### src/rtl/dmem_arbiter.sv
// rtl/dmem_arbiter.sv - two-port round-robin arbiter and access sequencer for the single-port data memory
//
// Port 0 is the core load/store path, port 1 the loader/debug path. One access
// is in flight at a time: IDLE (grant) -> ISSUE (memory strobe) -> RESP.
// Illegal accesses skip ISSUE and answer with an error in the next cycle.
//
// Ports:
//   clk_i, reset_i        clock, asynchronous active-low reset
//   req_valid_i/ready_o   per-port request handshake (ready is combinational, IDLE only)
//   req_we_i              per-port store flag
//   req_funct3_i          per-port RISC-V funct3, port p at [3p+2:3p]
//   req_addr_i            per-port byte address, ADDR_W bits each
//   req_wdata_i           per-port store data, DATA_W bits each
//   rsp_valid_o           one-cycle response pulse to the granted port
//   rsp_rdata_o           formatted load data (0 for stores and errors)
//   rsp_err_o             misaligned / illegal access flag
//   mem_addr_o            memory word index
//   mem_re_o, mem_we_o    memory read / write strobes (read data returns next cycle)
//   mem_wstrb_o           byte write enables
//   mem_wdata_o           lane-replicated write data
//   mem_rdata_i           memory read data
module dmem_arbiter #(
    parameter int ADDR_W = 12,
    parameter int DATA_W = 32
) (
    input  logic                  clk_i,
    input  logic                  reset_i,
    input  logic [1:0]            req_valid_i,
    output logic [1:0]            req_ready_o,
    input  logic [1:0]            req_we_i,
    input  logic [5:0]            req_funct3_i,
    input  logic [2*ADDR_W-1:0]   req_addr_i,
    input  logic [2*DATA_W-1:0]   req_wdata_i,
    output logic [1:0]            rsp_valid_o,
    output logic [DATA_W-1:0]     rsp_rdata_o,
    output logic                  rsp_err_o,
    output logic [ADDR_W-3:0]     mem_addr_o,
    output logic                  mem_re_o,
    output logic                  mem_we_o,
    output logic [3:0]            mem_wstrb_o,
    output logic [DATA_W-1:0]     mem_wdata_o,
    input  logic [DATA_W-1:0]     mem_rdata_i
);

    typedef enum logic [1:0] {
        IDLE  = 2'd0,
        ISSUE = 2'd1,
        RESP  = 2'd2
    } state_t;

    state_t              state_q, state_d;
    logic                rr_ptr_q, rr_ptr_d;
    logic                port_q, port_d;
    logic                we_q, we_d;
    logic [2:0]          funct3_q, funct3_d;
    logic [1:0]          addr_lo_q, addr_lo_d;
    logic [ADDR_W-3:0]   mem_addr_q, mem_addr_d;
    logic                mem_re_q, mem_re_d;
    logic                mem_we_q, mem_we_d;
    logic [3:0]          mem_wstrb_q, mem_wstrb_d;
    logic [DATA_W-1:0]   mem_wdata_q, mem_wdata_d;
    logic [1:0]          rsp_valid_q, rsp_valid_d;
    logic                rsp_err_q, rsp_err_d;

    // Fields of the winning port
    logic                grant_port;
    logic                sel_we;
    logic [2:0]          sel_f3;
    logic [ADDR_W-1:0]   sel_addr;
    logic [DATA_W-1:0]   sel_wdata;
    logic                f3_ok;
    logic                align_ok;
    logic [3:0]          lane_strb;
    logic [DATA_W-1:0]   lane_wdata;
    logic [1:0]          ready_raw;

    always_comb begin
        // With both valid the pointer decides; with one valid that port wins.
        grant_port = (req_valid_i == 2'b11) ? rr_ptr_q : req_valid_i[1];
        sel_we     = grant_port ? req_we_i[1] : req_we_i[0];
        sel_f3     = grant_port ? req_funct3_i[5:3] : req_funct3_i[2:0];
        sel_addr   = grant_port ? req_addr_i[2*ADDR_W-1:ADDR_W] : req_addr_i[ADDR_W-1:0];
        sel_wdata  = grant_port ? req_wdata_i[2*DATA_W-1:DATA_W] : req_wdata_i[DATA_W-1:0];

        case (sel_f3)
            3'b000, 3'b001, 3'b010: f3_ok = 1'b1;
            3'b100, 3'b101:         f3_ok = ~sel_we;   // LBU/LHU have no store form
            default:                f3_ok = 1'b0;
        endcase

        case (sel_f3[1:0])
            2'b01:   align_ok = ~sel_addr[0];
            2'b10:   align_ok = (sel_addr[1:0] == 2'b00);
            default: align_ok = 1'b1;
        endcase

        case (sel_f3[1:0])
            2'b00: begin
                lane_strb  = 4'b0001 << sel_addr[1:0];
                lane_wdata = {4{sel_wdata[7:0]}};
            end
            2'b01: begin
                lane_strb  = sel_addr[1] ? 4'b1100 : 4'b0011;
                lane_wdata = {2{sel_wdata[15:0]}};
            end
            default: begin
                lane_strb  = 4'b1111;
                lane_wdata = sel_wdata;
            end
        endcase
    end

    always_comb begin
        state_d     = state_q;
        rr_ptr_d    = rr_ptr_q;
        port_d      = port_q;
        we_d        = we_q;
        funct3_d    = funct3_q;
        addr_lo_d   = addr_lo_q;
        mem_addr_d  = '0;
        mem_re_d    = 1'b0;
        mem_we_d    = 1'b0;
        mem_wstrb_d = 4'b0000;
        mem_wdata_d = '0;
        rsp_valid_d = 2'b00;
        rsp_err_d   = 1'b0;
        ready_raw   = 2'b00;

        case (state_q)
            IDLE: begin
                if (|req_valid_i) begin
                    ready_raw = grant_port ? 2'b10 : 2'b01;
                    port_d    = grant_port;
                    we_d      = sel_we;
                    funct3_d  = sel_f3;
                    addr_lo_d = sel_addr[1:0];
                    rr_ptr_d  = ~grant_port;
                    if (f3_ok && align_ok) begin
                        state_d     = ISSUE;
                        mem_addr_d  = sel_addr[ADDR_W-1:2];
                        mem_re_d    = ~sel_we;
                        mem_we_d    = sel_we;
                        mem_wstrb_d = sel_we ? lane_strb : 4'b0000;
                        mem_wdata_d = sel_we ? lane_wdata : '0;
                    end else begin
                        state_d     = RESP;
                        rsp_valid_d = grant_port ? 2'b10 : 2'b01;
                        rsp_err_d   = 1'b1;
                    end
                end
            end
            ISSUE: begin
                state_d     = RESP;
                rsp_valid_d = port_q ? 2'b10 : 2'b01;
            end
            default: begin
                state_d = IDLE;
            end
        endcase
    end

    // Ready must not advertise a grant while reset is held.
    assign req_ready_o = ready_raw & {2{reset_i}};

    // Load formatting uses the live memory data returned in RESP.
    always_comb begin
        rsp_rdata_o = '0;
        if (state_q == RESP && !rsp_err_q && !we_q) begin
            case (funct3_q)
                3'b000, 3'b100: begin
                    logic [7:0] b;
                    case (addr_lo_q)
                        2'b00:   b = mem_rdata_i[7:0];
                        2'b01:   b = mem_rdata_i[15:8];
                        2'b10:   b = mem_rdata_i[23:16];
                        default: b = mem_rdata_i[31:24];
                    endcase
                    rsp_rdata_o = {{24{b[7] & ~funct3_q[2]}}, b};
                end
                3'b001, 3'b101: begin
                    logic [15:0] h;
                    h = addr_lo_q[1] ? mem_rdata_i[31:16] : mem_rdata_i[15:0];
                    rsp_rdata_o = {{16{h[15] & ~funct3_q[2]}}, h};
                end
                default: rsp_rdata_o = mem_rdata_i;
            endcase
        end
    end

    always_ff @(posedge clk_i or negedge reset_i) begin
        if (!reset_i) begin
            state_q     <= IDLE;
            rr_ptr_q    <= 1'b0;
            port_q      <= 1'b0;
            we_q        <= 1'b0;
            funct3_q    <= 3'b000;
            addr_lo_q   <= 2'b00;
            mem_addr_q  <= '0;
            mem_re_q    <= 1'b0;
            mem_we_q    <= 1'b0;
            mem_wstrb_q <= 4'b0000;
            mem_wdata_q <= '0;
            rsp_valid_q <= 2'b00;
            rsp_err_q   <= 1'b0;
        end else begin
            state_q     <= state_d;
            rr_ptr_q    <= rr_ptr_d;
            port_q      <= port_d;
            we_q        <= we_d;
            funct3_q    <= funct3_d;
            addr_lo_q   <= addr_lo_d;
            mem_addr_q  <= mem_addr_d;
            mem_re_q    <= mem_re_d;
            mem_we_q    <= mem_we_d;
            mem_wstrb_q <= mem_wstrb_d;
            mem_wdata_q <= mem_wdata_d;
            rsp_valid_q <= rsp_valid_d;
            rsp_err_q   <= rsp_err_d;
        end
    end

    assign mem_addr_o  = mem_addr_q;
    assign mem_re_o    = mem_re_q;
    assign mem_we_o    = mem_we_q;
    assign mem_wstrb_o = mem_wstrb_q;
    assign mem_wdata_o = mem_wdata_q;
    assign rsp_valid_o = rsp_valid_q;
    assign rsp_err_o   = rsp_err_q;

endmodule
### config.mk
export PLATFORM = sky130hd
export DESIGN_NAME = dmem_arbiter
export DESIGN_NICKNAME = d
export VERILOG_FILES = /design/src/rtl/dmem_arbiter.sv
export SDC_FILE = /design/constraint.sdc
export NUM_CORES = 1
export LEC_CHECK = 0
export CORE_MARGIN = 4
export CORE_UTILIZATION = 39
export DETAILED_ROUTE_END_ITERATION = 16
export GPL_TIMING_DRIVEN = 0
export PLACE_DENSITY = 0.85
export SYNTH_ARGS = -nofsm -noshare
export SYNTH_HDL_FRONTEND = slang
export SYNTH_SLANG_ARGS = --single-unit
### constraint.sdc
create_clock -name clk_i -period 3.9 [get_ports clk_i]
set_clock_uncertainty 0.15 [all_clocks]
set_input_delay 0.975 -clock clk_i [delete_from_list [all_inputs] [get_ports clk_i]]
set_output_delay 0.975 -clock clk_i [all_outputs]
set_load 0.1 [all_outputs]
Word level (Yosys, flattened, before mapping)
Cells that the tools add are included.
Word-level totals
  register bits after elaboration: 61
Operators by class
  equality and inequality tests: 15
  shift-type cells: 1
  muxes and demuxes: 46
  bitwise gates (word level): 7
  reduce and logical (&&, ||, !) cells: 17
Operators by type and width (count)
  2-to-1 mux 32 bit: 6
  case mux 32 bit (2 select lines): 2
  2-to-1 mux 10 bit: 3
  case mux 8 bit (3 select lines): 1
  2-to-1 mux 4 bit: 5
  2-to-1 mux 16 bit: 1
  2-to-1 mux 2 bit: 8
  2-to-1 mux 8 bit: 2
  == test 3 bit, second input constant: 4
  2-to-1 mux 12 bit: 1
  2-to-1 mux 1 bit: 11
  == test 2 bit, second input constant: 4
  zero test 2 bit: 4
  case mux 2 bit (2 select lines): 2
  case mux 4 bit (2 select lines): 1
  OR reduction 2 bit: 4
  == test 2 x 1 -> 1 bit, second input constant: 3
  == test 3 x 1 -> 1 bit, second input constant: 2
  zero test 3 bit: 2
  NOT 1 bit: 4
  case mux 1 bit (2 select lines): 2
  << shifter 1 x 2 -> 4 bit, first input constant: 1
  == test 3 x 2 -> 1 bit, second input constant: 1
  logical AND 1 bit: 3
  other kinds (7): 9

Logic depth before layout (Yosys ltp)
  depth in word-level cells: 10
  depth in mapped cells: 14
  mapped depth without buffers: 10

Worst setup path after synthesis
OpenSTA, ideal clock, no wires.
  kind: input port to output port
  from: in mem_rdata_i[23]
  to: out rsp_rdata_o[10]
  data arrival time: 3.846 ns
  path slack: -1.071 ns
  stages on the path: 5
  buffers on the path: 0
  path through: mux4_2 > nand2b_1 > nor2_1 > nor2_1 > a221oi_1
Between the ends
  word-level cells in the longest chain between the ends: 6
Ends and longest elaborated chain
  start, declared: line 42  | input logic [DATA_W-1:0] mem_rdata_i
  case mux 8 bit (3 select lines): line 172  | case (addr_lo_q)
  2-to-1 mux 8 bit: line 169  | case (funct3_q)
  2-to-1 mux 8 bit: line 168  | if (state_q == RESP && !rsp_err_q && !we_q) begin
  AND 1 bit: line 178  | rsp_rdata_o = {{24{b[7] & ~funct3_q[2]}}, b};
  case mux 32 bit (2 select lines): line 169
  2-to-1 mux 32 bit: line 168
  end, declared: line 35  | output logic [DATA_W-1:0] rsp_rdata_o,
Every way passes these cells. The select of a mux whose other input is x is not followed.

Worst setup path after layout
  from: in req_funct3_i[4]
  to: reg mem_wdata_q[24], in the netlist mem_wdata_o[24]
Between the ends
  word-level cells in the longest chain between the ends: 8
  elaborated cells on any way between the ends: 19
  those cells by class: eq/ne: 6; mux: 8; reduce/logical: 5
Ends and longest elaborated chain
  start, declared: line 31  | input logic [5:0] req_funct3_i,
  2-to-1 mux 3 bit (*): line 81  | sel_f3 = grant_port ? req_funct3_i[5:3] : req_funct3_i[2:0];
  net sel_f3[1]: line 68  | logic [2:0] sel_f3;
  == test 3 x 1 -> 1 bit (tied with other cells): line 85  | case (sel_f3)
  OR reduction 3 bit or OR reduction 2 bit (tied branches): line 85
  case mux 1 bit (2 select lines): line 85
  logical AND 1 bit: line 138  | if (f3_ok && align_ok) begin
  2-to-1 mux 32 bit (*): line 138
  2-to-1 mux 32 bit (*): line 131  | if (|req_valid_i) begin
  2-to-1 mux 32 bit (*): line 129  | case (state_q)
  net mem_wdata_d[24]: line 61  | logic [DATA_W-1:0] mem_wdata_q, mem_wdata_d;
  end signal, assigned: line 216  | mem_wdata_q <= mem_wdata_d;
  end, declared: line 61
Mark *: on every way through the listed nets, which the timed path passes. The rest lies on a longest branch.
A chain may end at the register's enable or synchronous reset.

==> results.toml <==
[power_and_ir_drop]
sum_of_internal_switching_and_leakage_power_uw = 4505
p_per_area_mw_per_mm2 = 647.8
power.ir.vdd_worst_mv = 0.3580
p_leak_uw = 0.002988

[cells_and_area]
num_antenna_cells = 0
finish.instance_area_sq_mm = 0.006954
final_common_cell = "clkdlybuf4s50_1"
final_cell_mix = "clkdlybuf4s50_1, dfrtp_1, mux2i_1, nor3_1, nand2_1"
drive_above_1_share_pct = 24.53
fin_cells = 773
layout.nets = 774
area_delta_synth_final_pct = 82.59
final.fill_count = 675

[sta]
slew_headroom_pct = 31.70
max_freq_ghz = 0.2656
timing_worst_slew_pin_value_ns = 1.021
min_period_over_period_pct = 96.54
finalCriticalPeriod_ns = 3.765
setup_viol = 0
worst_slack_ns = 0.1351
finalMaxSlewViolations = 0
final_hold_viol_count = 0

[floorplan]
floorplan.rows = 35
chipHeight_um = 106.8
placeableCoreArea_sq_mm = 0.009371
chipWidth_um = 106.8
count_of_pins_on_the_block_boundary = 217
starting_density_of_the_core_pct = 40.64
fp.dieArea_sq_mm = 0.01141

[worst_setup_path]
worst_setup_path_end_kind = "flip-flop"
worstPathArrival_ns = 3.83
r2r_cells = 14
cp_data_required_time_ns = 3.97
crit-reg2reg-launch = "rr_ptr_q$_DFFE_PN0P_"
critical_path_peak_fanout = 10
worst_setup_path_startpoint = "req_funct3_i[4]"
r2r_slack_ns = 0.58
startpoint_class = "primary input"
timing.critical_path.to = "mem_wdata_o[24]$_DFF_PN0_"
worst-setup-path-type = "primary input to flip-flop"
rr_endpoint = "mem_wdata_o[15]$_DFF_PN0_"

[cts]
clockBufferDepth = 2
total_cts_buffers = 9
cts.sinks = 61
root_buffer = "clkbuf_8"
path_clk_slew_ns = 0.08
tritoncts = "done"
clock_latency_ns = 0.34
cts_hold_repair.buffers = 0
ctsHtreeMaxLevel = 3

[placement]
gp_routability_congestion = 0.9327
detailedPlace.worstSlack_ns = -1.490
post_dp_cell_area_sq_mm = 0.006311
portBuffers = 215
detailedPlacementHpwl_mm = 12.08
dp.cells = 747

[global_route]
grt_start_max_net_pins = 37
grt_overflow_total = 0
grt_util_met1_pct = 31.62
grt_usage_pct = 27.52
number_of_antenna_violations_at_the_first_check_in_global_routing = 0
met3_track_utilization_from_global_routing_pct = 8.067
global_route.peak_usage_layer = "met2"
first_global_vias = 4785
met2_usage_pct = 46.54
grt_pass1_wl_mm = 24.66

[synthesis]
mappedNetlistArea_sq_mm = 0.003809
synth.yosys.seq_area_share_pct = 40.08
synth_top_cells_by_area = "dfrtp_1, mux2i_1, mux2_2, a2111oi_0, nor3_1"
synth-simple-area-share_pct = 12.16
synth_flop_cell = "dfrtp_1"
netlist.area_leader.share_pct = 40.08
syn_area_per_cell_sq_um = 9.474
seq_cells_post_synth = 61
yosysUniqueCellTypes = 46
synthesis.instances = 402
xor_xnor_share_of_the_synthesized_area_pct = 0
synth_compound_gate_area_share_pct = 24.31
main_combinational_cell_family_by_area_after_synthesis = "compound AO/OA/AOI/OAI gates"
synth_top_cell_by_area = "dfrtp_1"
synthesis.nets = 537
async_reset_ff_share_pct = 100.0
yosys.area_share.adder_pct = 0.9855
synth_edf_count = 0
yosys_warnings = 0
synth.mux.area_fraction_pct = 16.85

[routing]
wl_per_cell_um = 20.71
first_iter_violations = 296
wl_mm = 16.01
postRouteAntennaNets = 0
detailedRoute.firstPassIterationCount = 5
viasPerCell = 5.780
drt_drc_violations_left = 0
routed_vias = 4468

[flow_run]
cap_viol_max_count = 0

[status]
outcome = "finished, final reports clean"

[min_path]
holdCritPathClass = "flip-flop to flip-flop"
-- cell families (layout without fill, tap and decap cells) --
logic type / after synthesis / in the layout
simple gates: 97 / 97
mux: 61 / 61
fa+ha+maj: 3 / 3
compound gates: 131 / 131
flops: 61 / 61
buf+inv: 49 / 291
-- sequential cells by signal, summed over array words and instances, names as in the netlist --
register / cells
addr_lo_q: 2
funct3_q: 3
mem_addr_o: 10
mem_re_o: 1
mem_wdata_o: 32
mem_we_o: 1
mem_wstrb_o: 4
port_q: 1
rr_ptr_q: 1
rsp_err_o: 1
rsp_valid_o: 2
state_q: 2
we_q: 1
-- cell type report --
class | instances | area [sq um] | share of cell area (%)
multi-input cells | 292 | 2460 | 35.37
repair buffers | 228 | 2391 | 34.38
flip-flops and latches | 61 | 1526 | 21.95
plain buffers | 30 | 168.9 | 2.429
well taps | 129 | 161.4 | 2.321
clock buffers | 10 | 137.6 | 1.979
inverters | 17 | 63.81 | 0.9176
clock inverters | 6 | 45.04 | 0.6477
-- how the worst min path moves through the flow --
stage,slack (ns),cells past startpoint,endpoint,from
2_1_floorplan,0.31,2,we_q$_DFFE_PN0P_,we_q$_DFFE_PN0P_
3_3_place_gp,0.34,1,port_q$_DFFE_PN0P_,port_q$_DFFE_PN0P_
3_5_place_dp,0.36,1,port_q$_DFFE_PN0P_,port_q$_DFFE_PN0P_
4_1_cts,0.38,1,port_q$_DFFE_PN0P_,port_q$_DFFE_PN0P_
5_1_grt,0.41,1,port_q$_DFFE_PN0P_,port_q$_DFFE_PN0P_
6_report,0.38,1,port_q$_DFFE_PN0P_,port_q$_DFFE_PN0P_
-- per-layer routing --
metal	routed length (um)	part of all wire [%]
met5	0	0
met4	775	4.8
met1	5927	37
met2	7812	49
met3	1497	9.3
-- cell usage after synthesis, types with 9 or more instances --
cell       number
nand2_1        25
mux2i_1        45
a2111oi_0      16
a21oi_1        25
o21ai_0        22
mux2_2         15
a21o_1         17
clkbuf_1       18
a221oi_1       15
buf_2           9
nor2_1         21
inv_1          13
nor3_1         28
dfrtp_1        61
-- power breakdown --
group | total (uW) | leakage, uW | switching [uW] | internal, uW
clock network | 529 | 0.0000970 | 276 | 252
logic | 3160 | 0.00207 | 2200 | 961
registers | 818 | 0.000825 | 82.2 | 736
total | 4510 | 0.00299 | 2560 | 1950
-- metrics by stage --
stage | hold WS (ns) | utilization, % | TNS [ns]
after detailed placement | 0.3615 | 67.34 | -97.41
after CTS | 0.3804 | 73.64 | -0.05853
after global routing | 0.4101 | 74.21 | -0.03082
final | 0.3792 | 74.21 | 0
after global placement | 0.3385 | 67.18 | -107.79
after floorplan | 0.3117 | - | -0.2405
-- worst max-delay path, stage by stage --
cell	delay [ns]
clkdlybuf4s50_1	0.45
nand3_1	0.14
and2_1	0.18
buf_2	0.19
inv_2	0.10
clkbuf_8	0.21
ha_1	0.22
nand2b_1	0.07
a21oi_1	0.15
o311a_1	0.22
o211ai_1	0.14
buf_4	0.17
clkbuf_4	0.23
a2111oi_4	0.36
-- repair_timing --
item                       4_1_cts  5_1_grt
gates resized for setup        283       26
pin swaps                        5        1
setup endpoints to repair       87       76
buffers inserted                11        1
(Power assumes the default switching activity.)
